--- config.mk ---
export PLATFORM = sky130hd
export DESIGN_NAME = qam_bit_packer
export DESIGN_NICKNAME = d
export VERILOG_FILES = /design/src/rtl/qam_bit_packer.sv
export SDC_FILE = /design/constraint.sdc
export NUM_CORES = 1
export LEC_CHECK = 0
export BUFFER_PORTS_ARGS = -buffer_cell sky130_fd_sc_hd__buf_2
export CORE_MARGIN = 5
export CORE_UTILIZATION = 59
export CTS_BUF_LIST = sky130_fd_sc_hd__clkbuf_16
export DETAILED_ROUTE_END_ITERATION = 16
export PLACE_DENSITY = 0.92
export SYNTH_ARGS = -nofsm -noshare
export SYNTH_HDL_FRONTEND = slang
export SYNTH_SLANG_ARGS = --single-unit
--- constraint.sdc ---
create_clock -name clk -period 3.4 [get_ports clk]
set_clock_uncertainty 0.05 [all_clocks]
set_input_delay 1.02 -clock clk [delete_from_list [all_inputs] [get_ports clk]]
set_output_delay 1.02 -clock clk [all_outputs]
set_load 0.01 [all_outputs]
--- src/rtl/qam_bit_packer.sv ---
// Packs an MSB-first byte stream into BitWidth-bit QAM symbol words for the I/Q mapper.
// Symbol widths that do not divide 8 are handled by a bit buffer; a frame's final symbol is zero-padded.
module qam_bit_packer #(
  parameter int unsigned MODULATION_ORDER = 16,
  localparam int unsigned BitWidth = $clog2(MODULATION_ORDER)
) (
  input  logic                clk,
  input  logic                rst,
  input  logic [7:0]          i_byte,
  input  logic                i_dv,
  input  logic                i_last,
  output logic                o_rdy,
  output logic [BitWidth-1:0] s,
  output logic                o_dv,
  output logic                o_last,
  input  logic                i_rdy
);

  localparam int unsigned BufW = 8 + BitWidth - 1;
  localparam int unsigned CntW = $clog2(BufW + 1);

  // Valid bits are left-aligned with the oldest at the top; bits below cnt are kept zero,
  // so the final short symbol of a frame is padded for free.
  logic [BufW-1:0] bit_buf_q;
  logic [CntW-1:0] cnt_q;
  logic            last_pend_q;

  logic            free_c;
  logic            pop_c;
  logic            push_c;
  logic [BufW-1:0] buf_pop_c;
  logic [CntW-1:0] cnt_pop_c;
  logic [BufW-1:0] buf_nxt_c;
  logic [CntW-1:0] cnt_nxt_c;

  // Handshake decode and next buffer contents: pop first, then append the new byte behind what remains.
  always_comb begin
    free_c    = !o_dv | i_rdy;
    pop_c     = free_c & ((cnt_q >= CntW'(BitWidth)) | (last_pend_q & (cnt_q != '0)));
    o_rdy     = rst & !last_pend_q &
                ((cnt_q < CntW'(BitWidth)) | (pop_c & (32'(cnt_q) < 2 * BitWidth)));
    push_c    = i_dv & o_rdy;
    buf_pop_c = bit_buf_q;
    cnt_pop_c = cnt_q;
    if (pop_c) begin
      buf_pop_c = bit_buf_q << BitWidth;
      cnt_pop_c = (cnt_q >= CntW'(BitWidth)) ? cnt_q - CntW'(BitWidth) : '0;
    end
    buf_nxt_c = buf_pop_c;
    cnt_nxt_c = cnt_pop_c;
    if (push_c) begin
      buf_nxt_c = buf_pop_c | ({i_byte, {(BufW - 8){1'b0}}} >> cnt_pop_c);
      cnt_nxt_c = cnt_pop_c + CntW'(8);
    end
  end

  // Buffer, frame-end tracking and the registered symbol output stage.
  always_ff @(posedge clk) begin
    if (!rst) begin
      bit_buf_q   <= '0;
      cnt_q       <= '0;
      last_pend_q <= 1'b0;
      s           <= '0;
      o_dv        <= 1'b0;
      o_last      <= 1'b0;
    end else begin
      bit_buf_q <= buf_nxt_c;
      cnt_q     <= cnt_nxt_c;
      if (push_c & i_last) begin
        last_pend_q <= 1'b1;
      end else if (pop_c & (cnt_pop_c == '0)) begin
        last_pend_q <= 1'b0;
      end
      if (pop_c) begin
        s      <= bit_buf_q[BufW-1 -: BitWidth];
        o_dv   <= 1'b1;
        o_last <= last_pend_q & (cnt_pop_c == '0);
      end else if (free_c) begin
        o_dv <= 1'b0;
      end
    end
  end

endmodule

==> Word level (Yosys, flattened, before mapping) <==
Cells that the tools add are included.
{ "word_totals": {"elab_cells": 40, "input_bits": 13, "register_bits": 22, "out_inout_bits": 7} }
{ "classes": {"bitwise": 13, "mux": 9, "n_addsub": 2, "n_reduce_logical": 6, "shift": 1, "order_cmp": 3} }
{ "ops": {"columns": ["cell", "n"], "rows": [
  ["two-way mux 11 bit", 2],
  ["two-way mux 4 bit", 3],
  ["bitwise OR 11 bit", 1],
  [">> shifter 11 x 4 -> 11 bit", 1],
  ["bitwise AND 1 bit", 9],
  ["adder 4 bit (second input constant)", 1],
  [">= comparator 4 x 3 -> 1 bit (second input constant)", 1],
  ["zero test 4 bit", 1],
  ["less-than comparator 4 x 3 -> 1 bit (second input constant)", 1],
  ["less-than comparator 4 bit (second input constant)", 1],
  ["two-way mux 1 bit", 4],
  ["nonzero test 2 bit", 2],
  ["nonzero test 4 bit", 1],
  ["subtractor 4 x 3 -> 4 bit (second input constant)", 1],
  ["bitwise OR 1 bit", 3],
  ["zero test 1 bit", 2]
]} }

==> Logic depth before layout (Yosys ltp) <==
Gate-level depths: netlist (run 1).
{ "depth": {"ltp_word": 10, "depth_mapped": 7, "mapped_depth_nobuf": 4} }

==> Worst setup path after synthesis (run 1) <==
No wires, ideal clock.
{ "synth_path": {"kind": "input -> output", "from": "input port i_rdy", "to": "output port o_rdy", "path_stages": 2, "arrival_ns": 1.453, "n_path_buf": 0, "required_ns": 2.330, "path_slack_ns": 0.877, "path_cell_list": "nand3b_1 > and3_1"} }
{ "synth_between": {"elab_chain_cells": 5} }
{ "synth_lines": {"columns": ["element", "line_no", "rtl"], "rows": [
  ["start, declared", "16", "input logic i_rdy"],
  ["bitwise OR 1 bit", "38", "free_c = !o_dv | i_rdy;"],
  ["bitwise AND 1 bit", "39", "pop_c = free_c & ((cnt_q >= CntW'(BitWidth)) | (last_pend_q & (cnt_q != '0)));"],
  ["bitwise AND 1 bit", "41", "((cnt_q < CntW'(BitWidth)) | (pop_c & (32'(cnt_q) < 2 * BitWidth)));"],
  ["bitwise OR 1 bit", "41", null],
  ["bitwise AND 1 bit", "40", "o_rdy = rst & !last_pend_q &"],
  ["end, declared", "12", "output logic o_rdy,"]
]} }
Every way passes these cells.

==> Worst setup path after layout (run 1) <==
Ends and elaborated chain as after synthesis.

==> results of run 1 <==
path summary, 6_finish.rpt:
path,from,end,slack (ps),cells past startpoint
worst max-delay path,i_rdy,o_rdy,560,4
worst min-delay path,o_last$_SDFFE_PN0N_,o_last$_SDFFE_PN0N_,400,2
worst max register to register,cnt_q[1]$_SDFF_PN0_,bit_buf_q[6]$_SDFF_PN0_,1380,4
worst min register to register,o_last$_SDFFE_PN0N_,o_last$_SDFFE_PN0N_,400,2
worst reg2reg max path: stages (launching register included):
cell      delay [ps]
dfxtp_1          760
inv_1            260
a311oi_1         400
o21ai_0          180
a32o_1           270
power by group through the flow:
| stage | Combinational (mW) | Clock [mW] | Sequential [mW] |
|---|---|---|---|
| 3_3_place_gp | 0.0687 | 0 | 0.283 |
| 4_1_cts | 0.0737 | 0.329 | 0.278 |
| 3_5_place_dp | 0.0717 | 0 | 0.284 |
| 6_report | 0.0746 | 0.334 | 0.279 |
| 5_1_grt | 0.0814 | 0.346 | 0.280 |
| 2_1_floorplan | 0.0507 | 0 | 0.282 |
Yosys cell counts (2+ instances only):
cell type | n | area [sq um]
o21ai_0 | 4 | 20.0
nor3_1 | 2 | 10.0
or3_1 | 2 | 12.5
dfxtp_1 | 22 | 440
nand3_1 | 5 | 25.0
buf_4 | 2 | 15.0
a2bb2oi_1 | 3 | 26.3
o22ai_1 | 2 | 12.5
mux2i_1 | 8 | 80.1
a21oi_1 | 12 | 60.1
buf_6 | 2 | 22.5
and3_1 | 2 | 12.5
nand3b_1 | 2 | 15.0
inv_1 | 5 | 18.8
or2_2 | 2 | 12.5
nor2_1 | 6 | 22.5
buf_2 | 5 | 25.0
o32ai_1 | 2 | 17.5
a311oi_1 | 3 | 26.3
a31oi_1 | 4 | 25.0
nand2b_1 | 3 | 18.8
nand4_1 | 2 | 12.5
o221ai_1 | 5 | 43.8
nand2_1 | 20 | 75.1
through the flow:
| stage | hold WS [ps] | utilization, % |
|---|---|---|
| 2_1_floorplan | 381 | - |
| 3_3_place_gp | 387 | 65.5 |
| 3_5_place_dp | 391 | 65.5 |
| 4_1_cts | 400 | 70.8 |
| 5_1_grt | 411 | 70.8 |
| 6_report | 397 | 70.8 |
per-layer routing:
metal,wire length [microns],up-vias,global-route usage (%)
met5,0,-,0
met4,142,0,11.1
met3,279,17,4.41
met2,1630,74,37.7
met1,1230,554,25.1
li1,-,564,-
registers in the layout, indices dropped and copies added (netlist names):
signal,count
o_dv,1
cnt_q,4
o_last,1
bit_buf_q,11
last_pend_q,1
s,4
final cells by class:
class	instances	area [sq um]	area share (%)
clock inverter	1	30.0	2.14
clock buffer	3	75.1	5.35
multi-input combinational	106	699	49.8
tap	27	33.8	2.41
inverter	6	22.5	1.60
sequential	22	440	31.4
timing repair buffer	20	103	7.31
cell families after synthesis:
group	Yosys count
compound gates	45
mux	10
flops	22
buf+inv	16
simple gates	51
==> report_table.html, run 1 <==
<table>
<tr><th>Metric</th><th>Value</th></tr>
<tr><th colspan="2">Global route</th></tr>
<tr><td>Vias in the first global route</td><td>1109</td></tr>
<tr><td>Wire length of the first global-routing pass</td><td>5390 microns</td></tr>
<tr><td>Overall Global Routing Usage</td><td>21.8%</td></tr>
<tr><td>Maximum number of pins on one net before global-route repair</td><td>20</td></tr>
<tr><td>Global-route congestion overflow total</td><td>0</td></tr>
<tr><td>Antenna violations before repair</td><td>0</td></tr>
<tr><th colspan="2">Setup path</th></tr>
<tr><td>Sequence of cells on the critical path</td><td>buf_2, nand3b_1, and3_1, buf_2</td></tr>
<tr><td>Crit path buf inv count</td><td>2</td></tr>
<tr><td>Data required, critical path</td><td>2330 ps</td></tr>
<tr><td>Maximum net fanout on the critical path</td><td>6</td></tr>
<tr><td>CP arrival</td><td>1770 ps</td></tr>
<tr><td>Worst setup SP type</td><td>primary input</td></tr>
<tr><td>CP max stage delay</td><td>260 ps</td></tr>
<tr><td>CP Capture Type</td><td>output pin</td></tr>
<tr><td>Cell mode on critical path</td><td>buf_2</td></tr>
<tr><td>Slowest cell on the critical path</td><td>nand3b_1</td></tr>
<tr><td>Worst Setup Path Type</td><td>primary input to output pin</td></tr>
<tr><td>Kind of cell adding the most delay to the critical path</td><td>simple AND/OR/NAND/NOR gates</td></tr>
<tr><th colspan="2">CTS</th></tr>
<tr><td>CTS Sinks</td><td>22</td></tr>
<tr><td>CTS resizes</td><td>0</td></tr>
<tr><td>TritonCTS Buffers</td><td>3</td></tr>
<tr><td>Insertion delay of the later-clocked pin in the worst-skew pair</td><td>260 ps</td></tr>
<tr><td>Clk pin slew, worst setup/hold paths</td><td>60 ps</td></tr>
<tr><td>CTS root buffer</td><td>clkbuf_16</td></tr>
<tr><td>Clock tree from TritonCTS</td><td>yes</td></tr>
<tr><td>Deepest clock path buffer count</td><td>2</td></tr>
<tr><td>H-tree levels</td><td>1</td></tr>
<tr><td>Setup Fix Bufs, Post-CTS</td><td>0</td></tr>
<tr><td>Hold Buf Count CTS</td><td>0</td></tr>
<tr><th colspan="2">Flow run</th></tr>
<tr><td># Max-Cap Violations</td><td>0</td></tr>
<tr><th colspan="2">Power and ir drop</th></tr>
<tr><td>Seq pwr share</td><td>40.6%</td></tr>
<tr><td>Switching Power</td><td>0.153 mW</td></tr>
<tr><td>Pwr per Cell Area</td><td>489 mW/mm^2</td></tr>
<tr><td>Share of power burned in combinational logic</td><td>10.9%</td></tr>
<tr><td>Leakage dissipation</td><td>0.530 nW</td></tr>
<tr><td>Post-layout total power</td><td>0.687 mW</td></tr>
<tr><td>Switching part of the total power</td><td>22.3%</td></tr>
<tr><td>Int Pwr</td><td>0.534 mW</td></tr>
<tr><td>Peak VDD IR</td><td>0.252 mV</td></tr>
<tr><td>Clk network pwr share</td><td>48.6%</td></tr>
<tr><th colspan="2">Placed design</th></tr>
<tr><td>Worst slack at placement</td><td>570 ps</td></tr>
<tr><td>Weighted congestion at the end of routability-driven global placement</td><td>0.914</td></tr>
<tr><td>Dpl hpwl</td><td>2100 microns</td></tr>
<tr><td>Count of buffers inserted at the top-level ports</td><td>19</td></tr>
<tr><td>Placed Instance Area</td><td>0.00130 sq mm</td></tr>
<tr><td>Number of instances in the placed design</td><td>181</td></tr>
<tr><th colspan="2">Drt</th></tr>
<tr><td>Per-cell via count in the routed design</td><td>6.54</td></tr>
<tr><td>Post-detailed-route count of antenna-violating nets</td><td>0</td></tr>
<tr><td>Drt total wl</td><td>3280 microns</td></tr>
<tr><td>Count of unresolved DRC violations after routing</td><td>0</td></tr>
<tr><td>Routed len/inst</td><td>17.7 microns</td></tr>
<tr><td>Routed vias</td><td>1209</td></tr>
<tr><td>Number of violations reported at the end of detailed-routing iteration 0</td><td>54</td></tr>
<tr><td>Drt first pass iters</td><td>4</td></tr>
<tr><th colspan="2">STA</th></tr>
<tr><td>Count of pins over their slew limit</td><td>0</td></tr>
<tr><td>Total negative slack</td><td>0 ps</td></tr>
<tr><td>Maximum clock frequency</td><td>0.352 GHz</td></tr>
<tr><td>Measured slew at the worst slew-check pin</td><td>680 ps</td></tr>
<tr><td>Min Tclk post-route</td><td>2840 ps</td></tr>
<tr><td>Final hold violation count</td><td>0</td></tr>
<tr><td>Final setup fails</td><td>0</td></tr>
<tr><td>Setup repair after global routing missed its margin</td><td>no</td></tr>
<tr><td>Minimum setup slack in the final design</td><td>559 ps</td></tr>
<tr><td>Tightest slew margin relative to the limit</td><td>54.6%</td></tr>
<tr><td>Share of the cycle needed by the critical path after routing</td><td>83.5%</td></tr>
<tr><th colspan="2">Cells and area</th></tr>
<tr><td>Highest-count cells in the layout ignoring fill and taps</td><td>dfxtp_1, nand2_1, buf_2, a21oi_1, mux2i_1</td></tr>
<tr><td>Leading cell type in the layout, fill and taps excluded</td><td>dfxtp_1</td></tr>
<tr><td>Number of nets at the end of the flow</td><td>172</td></tr>
<tr><td># fillers</td><td>157</td></tr>
<tr><td>Antenna diode instance count</td><td>0</td></tr>
<tr><td>Post-route design area</td><td>0.00140 sq mm</td></tr>
<tr><td>Final Instance Count excl. Fillers</td><td>185</td></tr>
<tr><td>Post-synthesis to final-layout area growth</td><td>14.3%</td></tr>
<tr><td>Fraction of layout instances using a drive strength above 1</td><td>20.9%</td></tr>
<tr><th colspan="2">Synth</th></tr>
<tr><td>Post-synthesis adder-cell area fraction</td><td>0%</td></tr>
<tr><td>Dominant combinational cell family by area after synthesis</td><td>compound AO/OA/AOI/OAI gates</td></tr>
<tr><td>Async set-reset flop share out of synthesis</td><td>0%</td></tr>
<tr><td>Area fraction in and, or, nand and nor cells after synthesis</td><td>21.4%</td></tr>
<tr><td>Mapped Nets</td><td>157</td></tr>
<tr><td>Distinct cell type count of the synthesized netlist</td><td>43</td></tr>
<tr><td>Multiplexer area fraction after synthesis</td><td>8.66%</td></tr>
<tr><td>Compound-Gate Fraction of Synth Area</td><td>26.9%</td></tr>
<tr><td>Part of the Yosys area used for sequential elements</td><td>35.8%</td></tr>
<tr><td>Post-synthesis instance total</td><td>144</td></tr>
<tr><td>Synthesized-area fraction occupied by xor and xnor cells</td><td>0%</td></tr>
<tr><td>Post-synthesis area per instance</td><td>8.53 sq um</td></tr>
<tr><td>Dominant synthesized flop cell</td><td>dfxtp_1</td></tr>
<tr><td>Synthesized flop and latch total</td><td>22</td></tr>
<tr><td>Synth Warn #</td><td>0</td></tr>
<tr><td>Number of enable-type register cells in the synthesized netlist</td><td>0</td></tr>
<tr><td>Total standard cell area after synthesis</td><td>0.00123 sq mm</td></tr>
<tr><th colspan="2">Run status</th></tr>
<tr><td>Run status</td><td>completed</td></tr>
<tr><th colspan="2">Die</th></tr>
<tr><td>Horizontal die dimension</td><td>55.6 microns</td></tr>
<tr><td>Area of the core</td><td>0.00198 sq mm</td></tr>
<tr><td>Top-Level Pins</td><td>20</td></tr>
<tr><td>Die Y</td><td>55.6 microns</td></tr>
<tr><td>Initial Utilization</td><td>62.0%</td></tr>
<tr><td>Placement Rows</td><td>16</td></tr>
<tr><td>Floorplan die area</td><td>0.00310 sq mm</td></tr>
<tr><th colspan="2">Min path</th></tr>
<tr><td>Class of the tightest hold or removal check</td><td>register to register</td></tr>
</table>
(Power assumes the default switching activity.)
==> inputs of run 2 (changes only) <==
Settings changed: CORE_UTILIZATION 59 to 55, PLACE_DENSITY 0.92 to 0.87.
Clock period 3.4 ns to 2.89 ns, I/O delays scaled along.
==> run 2 against run 1 <==
- combinational power up 16%
- die area up 5.9%
- critical path depth unchanged
- utilization down 5.4 points
- wire length down 7.0%
- total power up 17%
- final area up 1.2%
- sequential power up 18%
- worst setup slack worse by 200 ps
- highest routed layer unchanged
==> report_table.html, run 2 (synthesis results as in run 1) <==
<table>
<tr><th>Metric</th><th>Value</th></tr>
<tr><th colspan="2">Placed design</th></tr>
<tr><td>Dpl hpwl</td><td>2170 microns</td></tr>
<tr><td>Count of buffers inserted at the top-level ports</td><td>19</td></tr>
<tr><td>Weighted congestion at the end of routability-driven global placement</td><td>0.912</td></tr>
<tr><th colspan="2">Setup path</th></tr>
<tr><td>Data required, critical path</td><td>1970 ps</td></tr>
<tr><td>Worst setup SP type</td><td>primary input</td></tr>
<tr><td>Maximum net fanout on the critical path</td><td>6</td></tr>
<tr><td>CP Capture Type</td><td>output pin</td></tr>
<tr><td>CP arrival</td><td>1610 ps</td></tr>
<tr><td>Worst Setup Path Type</td><td>primary input to output pin</td></tr>
<tr><th colspan="2">Drt</th></tr>
<tr><td>Post-detailed-route count of antenna-violating nets</td><td>0</td></tr>
<tr><td>Routed len/inst</td><td>16.2 microns</td></tr>
<tr><td>Per-cell via count in the routed design</td><td>6.24</td></tr>
<tr><td>Count of unresolved DRC violations after routing</td><td>0</td></tr>
<tr><td>Drt total wl</td><td>3050 microns</td></tr>
<tr><td>Number of violations reported at the end of detailed-routing iteration 0</td><td>60</td></tr>
<tr><td>Routed vias</td><td>1173</td></tr>
<tr><td>Drt first pass iters</td><td>4</td></tr>
<tr><th colspan="2">STA</th></tr>
<tr><td>Setup repair after global routing missed its margin</td><td>no</td></tr>
<tr><td>Share of the cycle needed by the critical path after routing</td><td>87.5%</td></tr>
<tr><td>Worst hold slack across all endpoints</td><td>402 ps</td></tr>
<tr><td>Count of pins over their slew limit</td><td>0</td></tr>
<tr><td>Measured slew at the worst slew-check pin</td><td>911 ps</td></tr>
<tr><td>Tightest slew margin relative to the limit</td><td>39.3%</td></tr>
<tr><td>Maximum clock frequency</td><td>0.396 GHz</td></tr>
<tr><td>Min Tclk post-route</td><td>2530 ps</td></tr>
<tr><td>Total negative slack</td><td>0 ps</td></tr>
<tr><td>Final hold violation count</td><td>0</td></tr>
<tr><td>Final setup fails</td><td>0</td></tr>
<tr><th colspan="2">Power and ir drop</th></tr>
<tr><td>Leakage dissipation</td><td>0.540 nW</td></tr>
<tr><td>Post-layout total power</td><td>0.805 mW</td></tr>
<tr><td>Peak VDD IR</td><td>0.307 mV</td></tr>
<tr><td>Pwr per Cell Area</td><td>567 mW/mm^2</td></tr>
<tr><th colspan="2">Global route</th></tr>
<tr><td>Antenna violations before repair</td><td>0</td></tr>
<tr><td>Global-route congestion overflow total</td><td>0</td></tr>
<tr><td>Vias in the first global route</td><td>1088</td></tr>
<tr><td>Maximum number of pins on one net before global-route repair</td><td>19</td></tr>
<tr><td>Met1 track demand over resource in global routing</td><td>24.3%</td></tr>
<tr><td>Met2 routing resource usage after global routing</td><td>33.9%</td></tr>
<tr><td>Wire length of the first global-routing pass</td><td>5070 microns</td></tr>
<tr><td>Global routing's busiest layer</td><td>met2</td></tr>
<tr><td>Met3 capacity usage during global routing</td><td>2.94%</td></tr>
<tr><td>Overall Global Routing Usage</td><td>19.4%</td></tr>
<tr><th colspan="2">Cells and area</th></tr>
<tr><td>Register with the most flip-flops</td><td>bit_buf_q</td></tr>
<tr><td>Leading cell type in the layout, fill and taps excluded</td><td>dfxtp_1</td></tr>
<tr><td>Top Registers</td><td>bit_buf_q: 11 flops, cnt_q: 4 flops, s: 4 flops</td></tr>
<tr><td>Antenna diode instance count</td><td>0</td></tr>
<tr><td>Flip-flop count of the largest register after layout</td><td>11</td></tr>
<tr><td>Number of nets at the end of the flow</td><td>174</td></tr>
<tr><td>Final core utilization</td><td>65.5%</td></tr>
<tr><td>Post-synthesis to final-layout area growth</td><td>15.6%</td></tr>
<tr><td>Highest-count cells in the layout ignoring fill and taps</td><td>dfxtp_1, nand2_1, buf_2, a21oi_1, mux2i_1</td></tr>
<tr><td>Fraction of layout instances using a drive strength above 1</td><td>21.9%</td></tr>
<tr><th colspan="2">Die</th></tr>
<tr><td>Area of the core</td><td>0.00217 sq mm</td></tr>
<tr><td>Top-Level Pins</td><td>20</td></tr>
<tr><td>Placement Rows</td><td>17</td></tr>
<tr><td>Initial Utilization</td><td>56.6%</td></tr>
<tr><td>Die Y</td><td>57.3 microns</td></tr>
<tr><td>Horizontal die dimension</td><td>57.3 microns</td></tr>
<tr><td>Floorplan die area</td><td>0.00328 sq mm</td></tr>
<tr><th colspan="2">CTS</th></tr>
<tr><td>CTS root buffer</td><td>clkbuf_16</td></tr>
<tr><td>Deepest clock path buffer count</td><td>2</td></tr>
<tr><td>Setup Fix Bufs, Post-CTS</td><td>0</td></tr>
<tr><td>CTS Sinks</td><td>22</td></tr>
<tr><td>H-tree levels</td><td>1</td></tr>
<tr><td>Clk pin slew, worst setup/hold paths</td><td>60 ps</td></tr>
<tr><td>Clock tree from TritonCTS</td><td>yes</td></tr>
<tr><td>TritonCTS Buffers</td><td>3</td></tr>
<tr><td>Hold Buf Count CTS</td><td>0</td></tr>
<tr><td>Insertion delay of the later-clocked pin in the worst-skew pair</td><td>260 ps</td></tr>
<tr><td>CTS resizes</td><td>0</td></tr>
<tr><th colspan="2">Run status</th></tr>
<tr><td>Run status</td><td>completed</td></tr>
<tr><th colspan="2">Flow run</th></tr>
<tr><td># Max-Cap Violations</td><td>0</td></tr>
<tr><th colspan="2">Min path</th></tr>
<tr><td>Class of the tightest hold or removal check</td><td>register to register</td></tr>
</table>
[run 2: cell count changes in the layout (fill, tap and decap cells not counted), sizes merged]
cell,before,now
buf,20,22
[run 2: metal layers]
metal / up-vias / share of wire (%)
met2: 48 / 51
met5: - / 0
met4: 0 / 2.2
met1: 546 / 41
li1: 570 / -
met3: 9 / 5.7
[run 2: cell type report]
type / instances / area, sq um
clock inverters: 1 / 30.0
inverters: 6 / 22.5
fillers: 181 / 749
flip-flops and latches: 22 / 440
multi-input cells: 106 / 699
clock buffers: 3 / 75.1
well taps: 28 / 35.0
repair buffers: 22 / 118
[run 2: power by group]
part           leakage [nW]  total, mW  switching, mW  internal (mW)
clock                0.0511      0.391          0.115          0.275
combinational         0.310     0.0865         0.0509         0.0356
sequential            0.179      0.328         0.0112          0.317
total                 0.540      0.805          0.177          0.628
[run 2: worst paths after layout]
check | start | end | slack [ps] | cells after the start
max | i_rdy | o_rdy | 360 | 4
min | s[0]$_SDFFE_PN0N_ | s[0]$_SDFFE_PN0N_ | 400 | 2
max reg2reg | cnt_q[2]$_SDFF_PN0_ | bit_buf_q[9]$_SDFF_PN0_ | 920 | 4
min reg2reg | s[0]$_SDFFE_PN0N_ | s[0]$_SDFFE_PN0N_ | 400 | 2
[run 2: per-stage QoR]
step / setup slack [ps] / instance area (sq um) / std cells
after floorplan: 673 / 1230 / 144
after global placement: 410 / 1320 / 184
after detailed placement: 373 / 1320 / 184
after CTS: 368 / 1420 / 188
after global routing: 297 / 1420 / 188
final: 363 / 1420 / 188
[run 2: worst max-delay path, cell delays in order]
cell      delay (ps)
buf_2            120
nand3b_1         260
and3_1           230
buf_2            130
==> inputs of run 3 (changes only) <==
Settings changed: CORE_UTILIZATION 55 to 59, PLACE_DENSITY 0.87 to 0.92.
Clock period 2.89 ns to 3 ns, I/O delays scaled along.
==> run 3 against run 2 <==
- clock-buffer cell count unchanged
- global-route usage increased by 1.7 points
- utilization increased by 5.8 points
==> report_table.html, run 3 (synthesis results as in run 1) <==
<table>
<tr><th>Metric</th><th>Value</th></tr>
<tr><th colspan="2">Run status</th></tr>
<tr><td>Run status</td><td>completed</td></tr>
<tr><th colspan="2">Cells and area</th></tr>
<tr><td>Top Registers</td><td>bit_buf_q: 11 flops, cnt_q: 4 flops, s: 4 flops</td></tr>
<tr><td>Highest-count cells in the layout ignoring fill and taps</td><td>dfxtp_1, nand2_1, buf_2, a21oi_1, mux2i_1</td></tr>
<tr><td>Sequential cell area</td><td>440 sq um</td></tr>
<tr><td>Leading cell type in the layout, fill and taps excluded</td><td>dfxtp_1</td></tr>
<tr><td>Post-synthesis to final-layout area growth</td><td>14.9%</td></tr>
<tr><td>Fraction of layout instances using a drive strength above 1</td><td>21.4%</td></tr>
<tr><td>Flip-flop count of the largest register after layout</td><td>11</td></tr>
<tr><td># fillers</td><td>149</td></tr>
<tr><td>Area taken by multi-input logic gates</td><td>699 sq um</td></tr>
<tr><td>Antenna diode instance count</td><td>0</td></tr>
<tr><td>Number of nets at the end of the flow</td><td>173</td></tr>
<tr><td>Register with the most flip-flops</td><td>bit_buf_q</td></tr>
<tr><th colspan="2">STA</th></tr>
<tr><td>Worst hold slack across all endpoints</td><td>397 ps</td></tr>
<tr><td>Total negative slack</td><td>0 ps</td></tr>
<tr><td>Tightest slew margin relative to the limit</td><td>39.5%</td></tr>
<tr><td>Share of the cycle needed by the critical path after routing</td><td>85.7%</td></tr>
<tr><td>Minimum setup slack in the final design</td><td>430 ps</td></tr>
<tr><td>Final setup fails</td><td>0</td></tr>
<tr><td>Setup repair after global routing missed its margin</td><td>no</td></tr>
<tr><td>Maximum clock frequency</td><td>0.389 GHz</td></tr>
<tr><td>Final hold violation count</td><td>0</td></tr>
<tr><td>Measured slew at the worst slew-check pin</td><td>907 ps</td></tr>
<tr><td>Count of pins over their slew limit</td><td>0</td></tr>
<tr><td>Min Tclk post-route</td><td>2570 ps</td></tr>
<tr><th colspan="2">CTS</th></tr>
<tr><td>Deepest clock path buffer count</td><td>2</td></tr>
<tr><td>Clock tree from TritonCTS</td><td>yes</td></tr>
<tr><td>Insertion delay of the later-clocked pin in the worst-skew pair</td><td>260 ps</td></tr>
<tr><td>Setup Fix Bufs, Post-CTS</td><td>0</td></tr>
<tr><td>H-tree levels</td><td>1</td></tr>
<tr><td>Clk pin slew, worst setup/hold paths</td><td>60 ps</td></tr>
<tr><td>Hold Buf Count CTS</td><td>0</td></tr>
<tr><td>TritonCTS Buffers</td><td>3</td></tr>
<tr><td>CTS Sinks</td><td>22</td></tr>
<tr><td>CTS root buffer</td><td>clkbuf_16</td></tr>
<tr><td>CTS resizes</td><td>0</td></tr>
<tr><th colspan="2">Setup path</th></tr>
<tr><td>Cell mode on critical path</td><td>buf_2</td></tr>
<tr><td>WP depth</td><td>4</td></tr>
<tr><td>Sequence of cells on the critical path</td><td>buf_2, nand3b_1, and3_1, buf_2</td></tr>
<tr><td>Maximum net fanout on the critical path</td><td>6</td></tr>
<tr><td>Worst Setup Path Type</td><td>primary input to output pin</td></tr>
<tr><td>CP max stage delay</td><td>240 ps</td></tr>
<tr><td>CP Capture Type</td><td>output pin</td></tr>
<tr><td>Crit path buf inv count</td><td>2</td></tr>
<tr><td>Kind of cell adding the most delay to the critical path</td><td>simple AND/OR/NAND/NOR gates</td></tr>
<tr><td>Slowest cell on the critical path</td><td>nand3b_1</td></tr>
<tr><td>CP arrival</td><td>1620 ps</td></tr>
<tr><td>Worst setup SP type</td><td>primary input</td></tr>
<tr><td>Data required, critical path</td><td>2050 ps</td></tr>
<tr><td>Number of cells on the worst reg-to-reg path</td><td>4</td></tr>
<tr><th colspan="2">Die</th></tr>
<tr><td>Placement Rows</td><td>16</td></tr>
<tr><td>Initial Utilization</td><td>62.0%</td></tr>
<tr><td>Top-Level Pins</td><td>20</td></tr>
<tr><td>Die Y</td><td>55.6 microns</td></tr>
<tr><td>Horizontal die dimension</td><td>55.6 microns</td></tr>
<tr><td>Floorplan die area</td><td>0.00310 sq mm</td></tr>
<tr><td>Area of the core</td><td>0.00198 sq mm</td></tr>
<tr><th colspan="2">Drt</th></tr>
<tr><td>Per-cell via count in the routed design</td><td>6.27</td></tr>
<tr><td>Count of unresolved DRC violations after routing</td><td>0</td></tr>
<tr><td>Number of violations reported at the end of detailed-routing iteration 0</td><td>60</td></tr>
<tr><td>Routed vias</td><td>1167</td></tr>
<tr><td>Routed len/inst</td><td>16.5 microns</td></tr>
<tr><td>Drt total wl</td><td>3060 microns</td></tr>
<tr><td>Post-detailed-route count of antenna-violating nets</td><td>0</td></tr>
<tr><td>Drt first pass iters</td><td>4</td></tr>
<tr><th colspan="2">Power and ir drop</th></tr>
<tr><td>Int Pwr</td><td>0.605 mW</td></tr>
<tr><td>Post-layout total power</td><td>0.779 mW</td></tr>
<tr><td>Seq pwr share</td><td>40.6%</td></tr>
<tr><td>Peak VDD IR</td><td>0.636 mV</td></tr>
<tr><td>Share of power burned in combinational logic</td><td>10.7%</td></tr>
<tr><td>Pwr per Cell Area</td><td>552 mW/mm^2</td></tr>
<tr><td>Leakage dissipation</td><td>0.535 nW</td></tr>
<tr><td>Clk network pwr share</td><td>48.7%</td></tr>
<tr><td>Switching part of the total power</td><td>22.3%</td></tr>
<tr><td>Switching Power</td><td>0.174 mW</td></tr>
<tr><th colspan="2">Min path</th></tr>
<tr><td>Class of the tightest hold or removal check</td><td>register to register</td></tr>
<tr><td>Worst Hold Path Cells</td><td>2</td></tr>
<tr><th colspan="2">Global route</th></tr>
<tr><td>Global-route congestion overflow total</td><td>0</td></tr>
<tr><td>Wire length of the first global-routing pass</td><td>5090 microns</td></tr>
<tr><td>Vias in the first global route</td><td>1070</td></tr>
<tr><td>Antenna violations before repair</td><td>0</td></tr>
<tr><td>Maximum number of pins on one net before global-route repair</td><td>20</td></tr>
<tr><td>Overall Global Routing Usage</td><td>21.1%</td></tr>
<tr><th colspan="2">Flow run</th></tr>
<tr><td># Max-Cap Violations</td><td>0</td></tr>
<tr><th colspan="2">Placed design</th></tr>
<tr><td>Worst slack at placement</td><td>426 ps</td></tr>
<tr><td>Weighted congestion at the end of routability-driven global placement</td><td>0.930</td></tr>
<tr><td>Count of buffers inserted at the top-level ports</td><td>19</td></tr>
<tr><td>Dpl hpwl</td><td>2190 microns</td></tr>
</table>
run 3: cell types whose count changed in the layout (fill, tap and decap cells not counted):
cell	previous run	this run
buf_4	3	2
run 3: area by class of cell:
type | count | area share (%)
multi-input combinational | 106 | 49.6
inverter | 6 | 1.60
clock buffer | 3 | 5.32
clock inverter | 1 | 2.13
timing repair buffer | 21 | 7.80
sequential | 22 | 31.2
tap | 27 | 2.39
run 3: worst paths after layout:
| kind | to | slack (ps) | start |
|---|---|---|---|
| max | o_rdy | 430 | i_rdy |
| min | o_last$_SDFFE_PN0N_ | 400 | o_last$_SDFFE_PN0N_ |
| max reg2reg | bit_buf_q[0]$_SDFF_PN0_ | 870 | cnt_q[0]$_SDFF_PN0_ |
| min reg2reg | o_last$_SDFFE_PN0N_ | 400 | o_last$_SDFFE_PN0N_ |
run 3: worst register-to-register path: stages, from the launching register on:
cell and delay (ps):
dfxtp_1 670, o21ai_2 150, a21oi_1 750, o221ai_1 190, and3_1 220
run 3: layer usage:
metal / track usage, % / part of all wire, % / up-vias
li1: - / - / 566
met1: 24.4 / 40 / 532
met2: 34.6 / 49 / 59
met3: 6.73 / 8.5 / 10
met4: 11.1 / 2.1 / 0
met5: 0 / 0 / -
run 3: per-stage QoR:
stage / area (sq um) / cells / util (%)
detailed placement: 1310 / 182 / 65.9
global placement: 1310 / 182 / 65.9
floorplan: 1230 / 144 / -
global route: 1410 / 186 / 71.2
CTS: 1410 / 186 / 71.2
finish: 1410 / 186 / 71.2
run 3: power by group through the flow:
stage / Combinational [mW] / Clock, mW / Sequential, mW
after global routing: 0.0908 / 0.400 / 0.318
after detailed placement: 0.0812 / 0 / 0.322
after floorplan: 0.0575 / 0 / 0.319
after CTS: 0.0818 / 0.384 / 0.316
final: 0.0833 / 0.379 / 0.316
after global placement: 0.0780 / 0 / 0.321
